[src/rtl/hazard_pkg.sv]
// Shared constants for the MIPS pipeline hazard controller: forwarding mux
// select encodings and default widths/latencies.
package hazard_pkg;

   localparam int RA_W_DEF    = 5;
   localparam int MDU_LAT_DEF = 4;
   localparam int CNT_W_DEF   = 3;

   // Forwarding select encodings for the EX-stage operand muxes
   localparam logic [1:0] FWD_RF  = 2'b00;
   localparam logic [1:0] FWD_MEM = 2'b10;
   localparam logic [1:0] FWD_WB  = 2'b01;

endpackage

[src/rtl/mdu_busy_ctr.sv]
// MUL/DIV in-flight tracker: loads MDU_LAT on a launch, counts down to zero
// and reports busy while nonzero. Reset is synchronous, active-low.
module mdu_busy_ctr
   import hazard_pkg::*;
#(
   parameter int MDU_LAT = MDU_LAT_DEF,
   parameter int CNT_W   = CNT_W_DEF
) (
   input  logic clk,
   input  logic rst_n,
   input  logic i_load,
   output logic o_busy
);

   logic [CNT_W-1:0] r_cnt;

   // Load on launch, otherwise count down to zero (also while frozen)
   // NOTE: sequential state is written with non-blocking assignments only, so
   // every flop samples the pre-edge values regardless of statement order.
   always_ff @(posedge clk) begin
      if (!rst_n) begin
         r_cnt <= '0;
      end else if (i_load) begin
         r_cnt <= CNT_W'(MDU_LAT);
      end else if (r_cnt != '0) begin
         r_cnt <= r_cnt - CNT_W'(1);
      end
   end

   assign o_busy = (r_cnt != '0);

endmodule

[src/rtl/hazard_ctrl_unit.sv]
// Hazard, forwarding and stall controller for the 5-stage MIPS pipeline.
// Everything is combinational from the inputs and the MDU counter; all
// outputs are forced low while rst_n is low.
// Optional: define HZD_PERF_CNT_EN to add stall/flush/freeze cycle counters.
module hazard_ctrl_unit
   import hazard_pkg::*;
#(
   parameter int RA_W    = RA_W_DEF,
   parameter int MDU_LAT = MDU_LAT_DEF,
   parameter int CNT_W   = CNT_W_DEF
) (
   input  logic            clk,
   input  logic            rst_n,
   input  logic [RA_W-1:0] rs_d,
   input  logic [RA_W-1:0] rt_d,
   input  logic [RA_W-1:0] rs_e,
   input  logic [RA_W-1:0] rt_e,
   input  logic [RA_W-1:0] wreg_e,
   input  logic [RA_W-1:0] wreg_m,
   input  logic [RA_W-1:0] wreg_w,
   input  logic            regwrite_e,
   input  logic            regwrite_m,
   input  logic            regwrite_w,
   input  logic            memtoreg_e,
   input  logic            memtoreg_m,
   input  logic            branch_d,
   input  logic            branch_taken_d,
   input  logic            jump_d,
   input  logic            md_op_d,
   input  logic            hilo_rd_d,
   input  logic            md_start_e,
   input  logic            dmem_req_m,
   input  logic            dmem_ready_m,
   output logic            stall_f,
   output logic            stall_d,
   output logic            stall_e,
   output logic            stall_m,
   output logic            flush_d,
   output logic            flush_e,
   output logic            flush_w,
   output logic [1:0]      fwd_a_e,
   output logic [1:0]      fwd_b_e,
   output logic            fwd_a_d,
   output logic            fwd_b_d,
   output logic            mdu_busy
`ifdef HZD_PERF_CNT_EN
   ,
   output logic [31:0]     perf_stall_cyc,
   output logic [31:0]     perf_flush_cyc,
   output logic [31:0]     perf_freeze_cyc
`endif
);

   // Register 0 is hardwired to zero, so it never creates a dependency
   function automatic logic hit(input logic [RA_W-1:0] a, input logic [RA_W-1:0] b);
      return (a != '0) && (a == b);
   endfunction

   logic       w_busy;
   logic       w_freeze;
   logic       w_lwstall;
   logic       w_brstall;
   logic       w_mdstall;
   logic       w_ctrl_flush;
   logic [3:0] w_stall;
   logic [2:0] w_flush;
   logic [1:0] w_fwd_a_e;
   logic [1:0] w_fwd_b_e;

   mdu_busy_ctr #(
      .MDU_LAT (MDU_LAT),
      .CNT_W   (CNT_W)
   ) u_mdu_busy_ctr (
      .clk    (clk),
      .rst_n  (rst_n),
      .i_load (md_start_e && !w_freeze),
      .o_busy (w_busy)
   );

   assign w_freeze     = dmem_req_m && !dmem_ready_m;
   assign w_lwstall    = memtoreg_e && (hit(rt_e, rs_d) || hit(rt_e, rt_d));
   assign w_brstall    = branch_d &&
                         ((regwrite_e && (hit(wreg_e, rs_d) || hit(wreg_e, rt_d))) ||
                          (memtoreg_m && (hit(wreg_m, rs_d) || hit(wreg_m, rt_d))));
   assign w_mdstall    = w_busy && (hilo_rd_d || md_op_d);
   assign w_ctrl_flush = jump_d || (branch_d && branch_taken_d);

   // EX forwarding selects, MEM result takes priority over WB
   always_comb begin
      w_fwd_a_e = FWD_RF;
      w_fwd_b_e = FWD_RF;
      if (regwrite_m && hit(wreg_m, rs_e))      w_fwd_a_e = FWD_MEM;
      else if (regwrite_w && hit(wreg_w, rs_e)) w_fwd_a_e = FWD_WB;
      if (regwrite_m && hit(wreg_m, rt_e))      w_fwd_b_e = FWD_MEM;
      else if (regwrite_w && hit(wreg_w, rt_e)) w_fwd_b_e = FWD_WB;
   end

   // Stall/flush priority: freeze, then data/MDU stall, then control flush
   // NOTE: defaults are assigned first so every path drives every output and
   // no latch is inferred.
   always_comb begin
      w_stall = 4'b0000;   // {f, d, e, m}
      w_flush = 3'b000;    // {d, e, w}
      if (w_freeze) begin
         w_stall = 4'b1111;
         w_flush = 3'b001;
      end else if (w_lwstall || w_brstall || w_mdstall) begin
         w_stall = 4'b1100;
         w_flush = 3'b010;
      end else if (w_ctrl_flush) begin
         w_flush = 3'b100;
      end
   end

   assign {stall_f, stall_d, stall_e, stall_m} = rst_n ? w_stall : 4'b0000;
   assign {flush_d, flush_e, flush_w}          = rst_n ? w_flush : 3'b000;
   assign fwd_a_e  = rst_n ? w_fwd_a_e : FWD_RF;
   assign fwd_b_e  = rst_n ? w_fwd_b_e : FWD_RF;
   assign fwd_a_d  = rst_n && regwrite_m && !memtoreg_m && hit(wreg_m, rs_d);
   assign fwd_b_d  = rst_n && regwrite_m && !memtoreg_m && hit(wreg_m, rt_d);
   assign mdu_busy = rst_n && w_busy;

`ifdef HZD_PERF_CNT_EN
   logic [31:0] r_perf_stall;
   logic [31:0] r_perf_flush;
   logic [31:0] r_perf_freeze;

   // Free-running wrap-around event counters for stall, flush and freeze cycles
   always_ff @(posedge clk) begin
      if (!rst_n) begin
         r_perf_stall  <= '0;
         r_perf_flush  <= '0;
         r_perf_freeze <= '0;
      end else begin
         if (stall_d)  r_perf_stall  <= r_perf_stall  + 32'd1;
         if (flush_d)  r_perf_flush  <= r_perf_flush  + 32'd1;
         if (w_freeze) r_perf_freeze <= r_perf_freeze + 32'd1;
      end
   end

   assign perf_stall_cyc  = r_perf_stall;
   assign perf_flush_cyc  = r_perf_flush;
   assign perf_freeze_cyc = r_perf_freeze;
`endif

endmodule

[config.mk]
export PLATFORM = sky130hd
export DESIGN_NAME = hazard_ctrl_unit
export DESIGN_NICKNAME = d
export VERILOG_FILES = /design/src/rtl/hazard_pkg.sv /design/src/rtl/mdu_busy_ctr.sv /design/src/rtl/hazard_ctrl_unit.sv
export SDC_FILE = /design/constraint.sdc
export NUM_CORES = 1
export LEC_CHECK = 0
export CAP_MARGIN = 25
export CORE_AREA = 5 5 56 58
export DETAILED_ROUTE_END_ITERATION = 7
export DIE_AREA = 0 0 61 63
export GPL_ROUTABILITY_DRIVEN = 0
export GPL_TIMING_DRIVEN = 0
export PLACE_DENSITY = 0.84
export REMOVE_ABC_BUFFERS = 1
export SLEW_MARGIN = 20
export SYNTH_ARGS = -nofsm -noshare
export SYNTH_HDL_FRONTEND = slang
export SYNTH_HIERARCHICAL = 1
export SYNTH_SLANG_ARGS = --single-unit
export TNS_END_PERCENT = 10
[constraint.sdc]
create_clock -name clk -period 5 [get_ports clk]
set_input_delay 0.75 -clock clk [delete_from_list [all_inputs] [get_ports clk]]
set_output_delay 0.75 -clock clk [all_outputs]
set_load 0.02 [all_outputs]
==> results of run 1 <==
per-stage QoR:
| step | cells | hold WS, ns |
|---|---|---|
| 5_1_grt | 217 | 0.550 |
| 4_1_cts | 217 | 0.521 |
| 3_3_place_gp | 213 | 0.491 |
| 2_1_floorplan | 119 | 0.476 |
| 6_report | 217 | 0.508 |
| 3_5_place_dp | 213 | 0.516 |
layer usage:
metal | up-vias | wire, um | GRT usage
met5 | - | 0 | 0
met4 | 0 | 37 | 0.0596
met3 | 6 | 200 | 0.0289
met2 | 38 | 1780 | 0.310
met1 | 487 | 1170 | 0.189
li1 | 550 | - | -
layout by cell type, fill, tap and decap left out, drive strengths merged:
master          n
or4             5
a41oi           1
a22oi           1
a211oi          1
a31oi           1
nor4            6
o21ai           2
o21a            2
a21oi           1
nand3           7
ha              3
o2111ai         1
nor3            5
clkbuf          4
nor2            6
nand2b          2
clkdlybuf4s50  63
nand2           5
xnor2          20
dfxtp           3
and4            1
mux2            1
o211ai          1
o22ai           1
nor2b           1
xor2           31
a21o            1
and2            4
inv             6
path summary, 6_finish.rpt:
kind | start | endpoint | slack [ns] | cells after the start
worst max register to register | u_mdu_busy_ctr/r_cnt[0] | u_mdu_busy_ctr/r_cnt[2] | 3.56 | 5
worst max-delay path | rt_e[2] | stall_d | 1.21 | 7
worst min-delay path | u_mdu_busy_ctr/r_cnt[1] | u_mdu_busy_ctr/r_cnt[1] | 0.51 | 2
worst min register to register | u_mdu_busy_ctr/r_cnt[1] | u_mdu_busy_ctr/r_cnt[1] | 0.51 | 2
worst min-delay path: cells and delay by family (launching register included):
| family | cells | cell delay (ns) |
|---|---|---|
| flops | 1 | 0.30 |
| simple gates | 1 | 0.10 |
| compound gates | 1 | 0.05 |
kinds of logic after synthesis:
kind of cell / Yosys count
xor+xnor: 51
buf+inv: 19
mux: 1
flops: 3
simple gates: 42
compound gates: 13
fa+ha+maj: 3
cell type report:
class                   count  area share
clock buffers               4      0.0165
inverters                   6      0.0141
multi-input cells         110       0.511
flip-flops and latches      3      0.0377
well taps                  31      0.0244
repair buffers             63       0.396
power by group through the flow:
stage          clock network [mW]  registers, mW  logic (mW)
2_1_floorplan                   0         0.0300      0.0733
3_3_place_gp                    0         0.0302       0.148
3_5_place_dp                    0         0.0309       0.155
4_1_cts                    0.0467         0.0304       0.155
5_1_grt                    0.0505         0.0309       0.168
6_report                   0.0446         0.0303       0.155
==> impl_metrics.env, run 1 <==
export IMPL_cts_clk_slew_worst_paths_ns=0.04
export IMPL_reg_top3="u_mdu_busy_ctr/r_cnt (3)"
export IMPL_crit_family="buffers and inverters"
export IMPL_end_kind="output pin"
export IMPL_drv_cap=0
export IMPL_synth_edf_count=0
export IMPL_fin_crit_sh=0.758
export IMPL_drc=0
export IMPL_ctsHoldBuffers=0
export IMPL_antenna_found_initial=0
export IMPL_ys_top_cells_by_area="xor2_1 (28%), xnor2_1 (18%), dfxtp_1 (6.2%)"
export IMPL_dpl_hpwl_um=2830
export IMPL_multi_input_area_um2=815
export IMPL_nets=240
export IMPL_synthTopCellsByCount="xor2_1 (31), xnor2_1 (20), nand3_1 (7)"
export IMPL_cts_sink_count=3
export IMPL_cts_repair_resized=0
export IMPL_peakVddDrop_mv=0.153
export IMPL_p_per_area_nw_per_um2=144
export IMPL_drv_slew=0
export IMPL_ant_nets=0
export IMPL_port_buffers=63
export IMPL_dpl_worst_slack_ns=1.24
export IMPL_yosysTopAreaCellShare=0.280
export IMPL_netlist_instances=132
export IMPL_hold_viol_final=0
export IMPL_grt_max_degree=9
export IMPL_finalWirelength_um=3190
export IMPL_finClkSkew_ns=0.00464
export IMPL_rsz0062_at_grt="no"
export IMPL_grtUsageTotal=0.170
export IMPL_tightest_slew_ns=0.326
export IMPL_viasPerCell=4.98
export IMPL_hp_class="reg2reg"
export IMPL_drive_gt1_frac=0.0161
export IMPL_p_switching_mw=0.0875
export IMPL_p_sw_frac=0.381
export IMPL_vias=1081
export IMPL_grt_pass1_wl_um=5120
export IMPL_dieArea_um2=3840
export IMPL_final_cell_area_um2=1590
export IMPL_largest_reg_flops=3
export IMPL_ctsLongestPathBuffers=2
export IMPL_synth_compound_gate_area_share=0.0929
export IMPL_top_level_ports=64
export IMPL_cp_num_buf_inv=2
export IMPL_crit_slowest_cell="clkdlybuf4s50_1"
export IMPL_max_freq_mhz=264
export IMPL_crit_required_ns=4.25
export IMPL_clk_latency_ns=0.24
export IMPL_setup_ws_ns=1.21
export IMPL_num_antenna_cells=0
export IMPL_place_area_um2=1570
export IMPL_worst_setup_path_start_kind="input pin"
export IMPL_start_util=0.371
export IMPL_synth_fa_ha_area_frac=0.0387
export IMPL_worstPathCellList="clkdlybuf4s50_1, xor2_1, nor3_1, a22oi_1, o21a_1, a41oi_1, clkdlybuf4s50_1"
export IMPL_seq_area_um2=60.1
export IMPL_leakagePower_nw=0.587
export IMPL_combPwrFrac=0.674
export IMPL_synth_top_family_by_area="XOR/XNOR gates"
export IMPL_timing_final_crit_period_ns=3.79
export IMPL_syn_area_um2=970
export IMPL_muxShareOfSynthArea=0.0116
export IMPL_fp_row_count=19
export IMPL_synth_xor_area_share=0.461
export IMPL_setup_tns_ns=0
export IMPL_core_um2=2620
export IMPL_crit_top_cell="clkdlybuf4s50_1"
export IMPL_post_cts_buffers=0
export IMPL_slew_headroom=0.781
export IMPL_setup_violations=0
export IMPL_fillerInstances=245
export IMPL_grt_overflow=0
export IMPL_yosysMostFrequentCell="xor2_1"
export IMPL_regMostFlops="u_mdu_busy_ctr/r_cnt"
export IMPL_yosysSeqAreaShare=0.0619
export IMPL_synth_flop_cell="dfxtp_1"
export IMPL_p_int_mw=0.142
export IMPL_htree_levels=1
export IMPL_fin_util=0.609
export IMPL_firstDrtPassIters=4
export IMPL_syn_area_per_cell_um2=7.35
export IMPL_netlist_cell_type_count=33
export IMPL_path_class="in2out"
export IMPL_power_frac_seq=0.132
export IMPL_yosys_warnings=6
export IMPL_cts_buffers=3
export IMPL_die_x_um=61
export IMPL_root_buffer="clkbuf_4"
export IMPL_critPathArrivalTime_ns=3.04
export IMPL_crit_path_max_fanout=5
export IMPL_status="finished, final reports clean"
export IMPL_yosysTopAreaCell="xor2_1"
export IMPL_ys_ff_latch=3
export IMPL_clock_power_share=0.194
export IMPL_yosys_area_share_simple=0.236
export IMPL_drtIter0Drc=13
export IMPL_die_y_um=63
export IMPL_cts_tree="built"
export IMPL_total_power_mw=0.230
export IMPL_async_reset_ff_frac=0
export IMPL_wl_per_cell_um=14.7
export IMPL_grt_pass1_vias=1146
export IMPL_syn_to_final_growth_pct=64.3
export IMPL_slowest_delay_ns=0.67
(Power assumes the default switching activity.)
==> inputs of run 2 (changes only) <==
CORE_AREA = 5 5 58 60   (was 5 5 56 58)
DIE_AREA = 0 0 63 65   (was 0 0 61 63)
PLACE_DENSITY = 0.79   (was 0.84)
clock period = 3.6 ns   (was 5 ns; I/O delays follow)
==> run 2 against run 1 <==
Net effect: combinational power rose by 37%; sequential power rose by 39%; first-iteration DRC count rose by 69%; worst hold slack improved by 0.017 ns; sequential cell count did not move; worst setup slack got worse by 1.0 ns.
==> impl_metrics.env, run 2 (synthesized netlist as in run 1, its figures left out) <==
export IMPL_critPathArrivalTime_ns=2.87
export IMPL_reg2reg_depth=5
export IMPL_port_buffers=63
export IMPL_crit_top_cell="clkdlybuf4s50_1"
export IMPL_cts_repair_resized=0
export IMPL_drc=0
export IMPL_end_kind="output pin"
export IMPL_htree_levels=1
export IMPL_root_buffer="clkbuf_4"
export IMPL_grtUsageTotal=0.151
export IMPL_slowest_delay_ns=0.68
export IMPL_antenna_found_initial=0
export IMPL_hp_class="reg2reg"
export IMPL_fin_crit_sh=0.946
export IMPL_status="finished, final reports clean"
export IMPL_cp_num_buf_inv=2
export IMPL_hold_viol_final=0
export IMPL_ctsLongestPathBuffers=2
export IMPL_top_level_ports=64
export IMPL_drtIter0Drc=22
export IMPL_max_freq_mhz=294
export IMPL_fp_row_count=20
export IMPL_largest_reg_flops=3
export IMPL_p_per_area_nw_per_um2=198
export IMPL_leakagePower_nw=0.587
export IMPL_num_antenna_cells=0
export IMPL_viasPerCell=4.97
export IMPL_die_x_um=63
export IMPL_r2r_slack_ns=2.16
export IMPL_reg_top3="u_mdu_busy_ctr/r_cnt (3)"
export IMPL_dieArea_um2=4100
export IMPL_cp_depth=5
export IMPL_clk_latency_ns=0.23
export IMPL_cts_clk_slew_worst_paths_ns=0.04
export IMPL_worst_setup_path_start_kind="input pin"
export IMPL_regMostFlops="u_mdu_busy_ctr/r_cnt"
export IMPL_ctsHoldBuffers=0
export IMPL_nets=240
export IMPL_setup_tns_ns=0
export IMPL_crit_path_max_fanout=8
export IMPL_timing_final_crit_period_ns=3.41
export IMPL_cp_endpoint="fwd_b_e[0]"
export IMPL_grt_max_degree=9
export IMPL_r2r_end="u_mdu_busy_ctr/r_cnt[2]"
export IMPL_wl_per_cell_um=14.5
export IMPL_tightest_slew_ns=0.366
export IMPL_drv_slew=0
export IMPL_dpl_hpwl_um=2790
export IMPL_crit_family="buffers and inverters"
export IMPL_worstReg2RegStart="u_mdu_busy_ctr/r_cnt[0]"
export IMPL_slew_headroom=0.754
export IMPL_path_class="in2out"
export IMPL_syn_to_final_growth_pct=64.5
export IMPL_cts_buffers=3
export IMPL_finalWirelength_um=3170
export IMPL_crit_required_ns=3.06
export IMPL_die_y_um=65
export IMPL_rsz0062_at_grt="no"
export IMPL_cts_tree="built"
export IMPL_layout_commonest_cell="clkdlybuf4s50_1"
export IMPL_peakVddDrop_mv=0.168
export IMPL_worstPathCellList="clkdlybuf4s50_1, o211ai_1, or4_1, nor4_1, clkdlybuf4s50_1"
export IMPL_crit_start="rst_n"
export IMPL_grt_pass1_vias=1173
export IMPL_drive_gt1_frac=0.0161
export IMPL_grt_pass1_wl_um=5150
export IMPL_start_util=0.337
export IMPL_finClkSkew_ns=0.00112
export IMPL_final_cell_mix="clkdlybuf4s50_1 (63), xor2_1 (31), xnor2_1 (20)"
export IMPL_post_cts_buffers=0
export IMPL_core_um2=2880
export IMPL_vias=1089
export IMPL_holdWs_ns=0.525
export IMPL_cts_sink_count=3
export IMPL_crit_slowest_cell="clkdlybuf4s50_1"
export IMPL_drv_cap=0
export IMPL_ant_nets=0
export IMPL_grt_overflow=0
export IMPL_firstDrtPassIters=4
export IMPL_setup_violations=0
[run 2: cell counts in the layout (fill, tap and decap cells not counted)]
Identical to the previous run, type by type.
[run 2: routing by layer]
layer | routed length (um) | part of all wire | up-vias | global-route usage
met5 | 0 | 0 | - | 0
li1 | - | - | 547 | -
met3 | 164 | 0.052 | 2 | 0.0364
met2 | 1680 | 0.53 | 41 | 0.285
met4 | 21 | 0.0066 | 0 | 0.0318
met1 | 1310 | 0.41 | 499 | 0.169
[run 2: final cells by class]
| class | count | area, um2 |
|---|---|---|
| Multi-Input combinational cell | 110 | 815 |
| Inverter | 6 | 22.5 |
| Timing Repair Buffer | 63 | 631 |
| Clock buffer | 4 | 26.3 |
| Fill cell | 286 | 1280 |
| Sequential cell | 3 | 60.1 |
| Tap cell | 33 | 41.3 |
[run 2: worst min-delay path by stage]
stage                     cells past startpoint                 endpoint                     from
final                                         2  u_mdu_busy_ctr/r_cnt[1]  u_mdu_busy_ctr/r_cnt[1]
after CTS                                     2  u_mdu_busy_ctr/r_cnt[0]  u_mdu_busy_ctr/r_cnt[0]
after detailed placement                      2  u_mdu_busy_ctr/r_cnt[0]  u_mdu_busy_ctr/r_cnt[0]
after floorplan                               2  u_mdu_busy_ctr/r_cnt[0]  u_mdu_busy_ctr/r_cnt[0]
after global placement                        2  u_mdu_busy_ctr/r_cnt[1]  u_mdu_busy_ctr/r_cnt[1]
after global routing                          2  u_mdu_busy_ctr/r_cnt[1]  u_mdu_busy_ctr/r_cnt[1]
[run 2: metrics by stage]
stage | total power [mW] | utilization | area (um2) | worst slack (ns) | cells
2_1_floorplan | 0.144 | - | 897 | 1.15 | 119
3_3_place_gp | 0.247 | 0.545 | 1570 | 0.278 | 215
3_5_place_dp | 0.255 | 0.545 | 1570 | 0.258 | 215
4_1_cts | 0.319 | 0.554 | 1600 | 0.260 | 219
5_1_grt | 0.336 | 0.554 | 1600 | 0.153 | 219
6_report | 0.315 | 0.554 | 1600 | 0.194 | 219
[run 2: where the power goes]
group | total [mW] | switching (mW) | internal (mW)
Clock | 0.0599 | 0.0183 | 0.0416
Sequential | 0.0422 | 0.00342 | 0.0387
Combinational | 0.213 | 0.0967 | 0.117
[run 2: worst reg2reg max path: cells and delay by family (launching register included)]
| family | cells | cell delay, ns |
|---|---|---|
| fa+ha+maj | 2 | 0.45 |
| flops | 1 | 0.34 |
| mux | 1 | 0.32 |
| compound gates | 1 | 0.17 |
| buf+inv | 1 | 0.05 |
